`src/rtl/jk_bank_ctrl.sv`:
```
// Two-requester round-robin controller that drives a bank of JK cells.
// Define JK_BANK_CTRL_CHECK_EN to add the CHECK state with readback comparison.
module jk_bank_ctrl #(
  parameter int unsigned WIDTH = 8
) (
  input  logic             clk,
  input  logic             reset,
  input  logic             req0,
  input  logic             req1,
  input  logic [1:0]       cmd0,
  input  logic [1:0]       cmd1,
  input  logic [WIDTH-1:0] mask0,
  input  logic [WIDTH-1:0] mask1,
  input  logic [WIDTH-1:0] q,
  output logic [WIDTH-1:0] J,
  output logic [WIDTH-1:0] K,
  output logic             gnt0,
  output logic             gnt1,
  output logic             ack0,
  output logic             ack1,
  output logic             err
);

  typedef enum logic [1:0] {StIdle, StDrive, StCheck, StAck} state_e;

  state_e           state_q, state_d;
  logic             win_q, win_d;   // requester owning the current operation
  logic             last_q, last_d; // requester served most recently
  logic [1:0]       cmd_q, cmd_d;
  logic [WIDTH-1:0] mask_q, mask_d;
  logic             pick;

  // On a tie the requester not served last wins; otherwise the lone requester wins.
  assign pick = (req0 & req1) ? ~last_q : req1;

  always_ff @(posedge clk) begin
    if (reset) begin
      state_q <= StIdle;
      win_q   <= 1'b0;
      last_q  <= 1'b1;
      cmd_q   <= 2'b00;
      mask_q  <= '0;
    end else begin
      state_q <= state_d;
      win_q   <= win_d;
      last_q  <= last_d;
      cmd_q   <= cmd_d;
      mask_q  <= mask_d;
    end
  end

  always_comb begin
    state_d = state_q;
    win_d   = win_q;
    last_d  = last_q;
    cmd_d   = cmd_q;
    mask_d  = mask_q;
    unique case (state_q)
      StIdle: begin
        if (req0 | req1) begin
          state_d = StDrive;
          win_d   = pick;
          last_d  = pick;
          cmd_d   = pick ? cmd1 : cmd0;
          mask_d  = pick ? mask1 : mask0;
        end
      end
`ifdef JK_BANK_CTRL_CHECK_EN
      StDrive: state_d = StCheck;
`else
      StDrive: state_d = StAck;
`endif
      StCheck: state_d = StAck;
      StAck:   state_d = StIdle;
      default: state_d = StIdle;
    endcase
  end

  always_comb begin
    J    = '0;
    K    = '0;
    ack0 = 1'b0;
    ack1 = 1'b0;
    if (state_q == StDrive) begin
      J = mask_q & {WIDTH{cmd_q[1]}};
      K = mask_q & {WIDTH{cmd_q[0]}};
    end
    if (state_q == StAck) begin
      ack0 = ~win_q;
      ack1 = win_q;
    end
  end

  // Grant spans DRIVE through ACK and is decoded purely from flops.
  assign gnt0 = (state_q != StIdle) & ~win_q;
  assign gnt1 = (state_q != StIdle) & win_q;

`ifdef JK_BANK_CTRL_CHECK_EN
  logic [WIDTH-1:0] exp_q;
  logic             mis_q;

  function automatic logic [WIDTH-1:0] predict(input logic [WIDTH-1:0] cur,
                                                input logic [1:0]       cmd,
                                                input logic [WIDTH-1:0] mask);
    logic [WIDTH-1:0] res;
    unique case (cmd)
      2'b00:   res = cur;
      2'b01:   res = cur & ~mask;
      2'b10:   res = cur | mask;
      default: res = cur ^ mask;
    endcase
    return res;
  endfunction

  // Expected value is taken from q before the bank applies the DRIVE edge.
  always_ff @(posedge clk) begin
    if (reset) begin
      exp_q <= '0;
      mis_q <= 1'b0;
    end else begin
      if (state_q == StDrive) exp_q <= predict(q, cmd_q, mask_q);
      if (state_q == StCheck) mis_q <= (q != exp_q);
    end
  end

  assign err = (state_q == StAck) & mis_q;
`else
  logic unused_q;
  assign unused_q = ^q;
  assign err      = 1'b0;
`endif

endmodule

```
`config.mk`:
```
export PLATFORM = sky130hd
export DESIGN_NAME = jk_bank_ctrl
export DESIGN_NICKNAME = d
export VERILOG_FILES = /design/src/rtl/jk_bank_ctrl.sv
export SDC_FILE = /design/constraint.sdc
export NUM_CORES = 1
export LEC_CHECK = 0
export ABC_AREA = 1
export BUFFER_PORTS_ARGS = -buffer_cell sky130_fd_sc_hd__buf_4
export CAP_MARGIN = 20
export CORE_MARGIN = 2
export CORE_UTILIZATION = 40
export CTS_BUF_LIST = sky130_fd_sc_hd__clkbuf_4 sky130_fd_sc_hd__clkbuf_8
export CTS_CLUSTER_SIZE = 16
export DETAILED_ROUTE_END_ITERATION = 12
export PLACE_DENSITY = 0.77
export SETUP_SLACK_MARGIN = 0.5
export SKIP_CTS_REPAIR_TIMING = 1
export SYNTH_ARGS = -nofsm -noshare
export SYNTH_HDL_FRONTEND = slang
export SYNTH_SLANG_ARGS = --single-unit
```
`constraint.sdc`:
```
create_clock -name clk -period 1.4 [get_ports clk]
set_input_delay 0.07 -clock clk [delete_from_list [all_inputs] [get_ports clk]]
set_output_delay 0.07 -clock clk [all_outputs]
set_load 0.005 [all_outputs]
```
==> results.toml <==
[timing]
skew_ns = 0.00705
final.setup.worst_slack_ns = 0.123
fmax_ghz = 0.783
setup_violations = 0
tns_ns = 0
final_max_slew_viol_count = 0
rsz0062_at_grt = "yes"
hold_violations = 0
period_minus_slack_ns = 1.28
fin_crit_sh = 0.912

[min_path]
hp-class = "in2reg"
min_from = "cmd0[1]"
hold_path_end = "cmd_q[1]"
worstHoldPathCells = 5

[finish]
final_cell_mix = "buf_4 (43), nor2_1 (33), nand2_1 (24)"
final_common_cell = "buf_4"
drive_gt1_frac = 0.451
fill_cells = 178
final_nets = 230
diodes = 0
area_growth_pct = 63.4

[place]
dp_hpwl_um = 1540
port_buffers = 43
gp_congestion = 0.751
pre_cts_ws_ns = 0.189

[critical_path]
r2r-start = "state_q[0]"
r2r_end = "mask_q[6]"
cp_cell_sequence = "inv_4 > ha_4 > nand2_8 > nor2_1 > buf_4"
critPathTopFamily = "flip-flops"
crit_buf_inv = 2
critPathRequiredTime_ns = 1.33
crit_path_end_kind = "output pin"
r2r_slack_ns = 0.16
start_kind = "flop"
slowest_stage = "dfxtp_2"
setup.worst_path.class = "reg2out"
critPathMaxStageDelay_ns = 0.35
path_max_fanout = 8
r2r_cells = 8
critPathArrivalTime_ns = 1.21

[global_route]
grt.met2_usage = 0.261
overflow = 0
antenna_found_initial = 0
grt.met3_usage = 0.0119
busiest_layer = "met2"
grt_use_met1 = 0.220
grt_usage = 0.163
grt_max_degree = 21
grt_first_pass_wirelength_um = 3240
grt_pass1_vias = 823

[clocking]
path_clk_slew_ns = 0.08
cts_tree = "built"
insertion_delay_ns = 0.27
clock_sinks = 14
numCtsBuffers = 3
htreeDepth = 1
cts_root_buf = "clkbuf_4"
clock_tree.buffer_depth = 2

[pwr]
comb_power_share = 0.403
power.net_switching_uw = 423
seqPwrFrac = 0.419
powerDensity_nw_per_um2 = 861
clkPwrFrac = 0.179
swShare = 0.348
p_leak_nw = 0.712
internal-power_uw = 793
power.total_mw = 1.22
ir_worst_vdd_v = 0.000413

[detailed_routing]
postRouteAntennaNets = 0
vias = 951
dr.pass1.iters = 4
wl_um = 2170
drc = 0
drt_first_iter_violations = 19
detail_route.wl_per_cell_um = 9.85
drt-vias-per-instance = 4.32

[synthesis]
synth_area_um2 = 865
syn_area_per_cell_um2 = 5.80
syn_inst = 149
ys_warn_count = 0
synth-seq-cells = 14
syn_nets = 184
ys_types = 17
seq_area_frac_synth = 0.324

[floorplan]
io_pins = 53
dieArea_um2 = 2550
rows = 16
initial_core_util = 0.432
dieHeight_um = 50.5
die_x_um = 50.5
core_um2 = 2000

[flow_run]
maxCapViolCount = 0

[run_status]
status = "finished, final reports clean"
[worst register-to-register path, delay by kind of cell, from the launching register on]
family                     cells  cell delay (ns)
DFF                            1             0.37
adders and majority gates      1             0.16
and+or+nand+nor                4             0.35
buffers and inverters          3             0.25
[sequential cells by signal, indices dropped and copies added, names as in the netlist]
name / count
win_q: 1
cmd_q: 2
last_q: 1
state_q: 2
mask_q: 8
[final cells by class]
cell class                 count  area, um^2  area share
multi-input combinational    103         582       0.412
inverter                      26         100      0.0709
sequential                    14         285       0.202
timing repair buffer          47         389       0.275
clock buffer                   3        22.5      0.0159
tap                           27        33.8      0.0239
[kinds of logic after synthesis]
| family | after synthesis | synth area share |
|---|---|---|
| DFF | 14 | 0.324 |
| AOI/OAI and AO/OA | 14 | 0.0854 |
| and+or+nand+nor | 85 | 0.375 |
| buffers and inverters | 32 | 0.168 |
| other | 1 | 0.00434 |
| adders and majority gates | 3 | 0.0434 |
[metrics by stage]
stage,cells,cell area (um^2),hold WS [ns],util
2_1_floorplan,149,885,0.139,-
3_3_place_gp,214,1210,0.235,0.606
3_5_place_dp,214,1210,0.239,0.606
4_1_cts,217,1240,-0.0575,0.618
5_1_grt,220,1410,0.119,0.706
6_report,220,1410,0.0930,0.706
[how the worst max path moves through the flow]
stage	endpoint	slack (ns)	cells after the start	startpoint
4_1_cts	J[6]	0.01	5	state_q[1]
2_1_floorplan	cmd_q[0]	0.35	8	state_q[1]
3_5_place_dp	mask_q[1]	0.19	8	state_q[1]
6_report	K[7]	0.12	5	state_q[1]
3_3_place_gp	mask_q[1]	0.23	8	state_q[1]
5_1_grt	K[4]	0.08	5	state_q[1]
[layer usage]
layer | part of all wire | wire (um)
met5 | 0 | 0
met2 | 0.49 | 1070
met1 | 0.46 | 990
met4 | 0.0088 | 19
met3 | 0.041 | 88
[cell usage after synthesis, drive strengths merged]
cell type  instances  area [um^2]
nor2              55          209
clkbuf             1         7.51
dfxtp             14          280
ha                 3         37.5
o21ai             13         68.8
a21oi              1         5.00
conb               1         3.75
inv               26         97.6
nand2             28          105
buf                5         40.0
nand3              2         10.0
[power groups by stage]
stage	combinational (mW)	clock, mW	sequential (mW)
6_report	0.490	0.217	0.509
5_1_grt	0.540	0.232	0.516
4_1_cts	0.369	0.224	0.494
3_5_place_dp	0.367	0	0.503
3_3_place_gp	0.359	0	0.501
2_1_floorplan	0.253	0	0.492
Power figures use the tool's default switching activity.
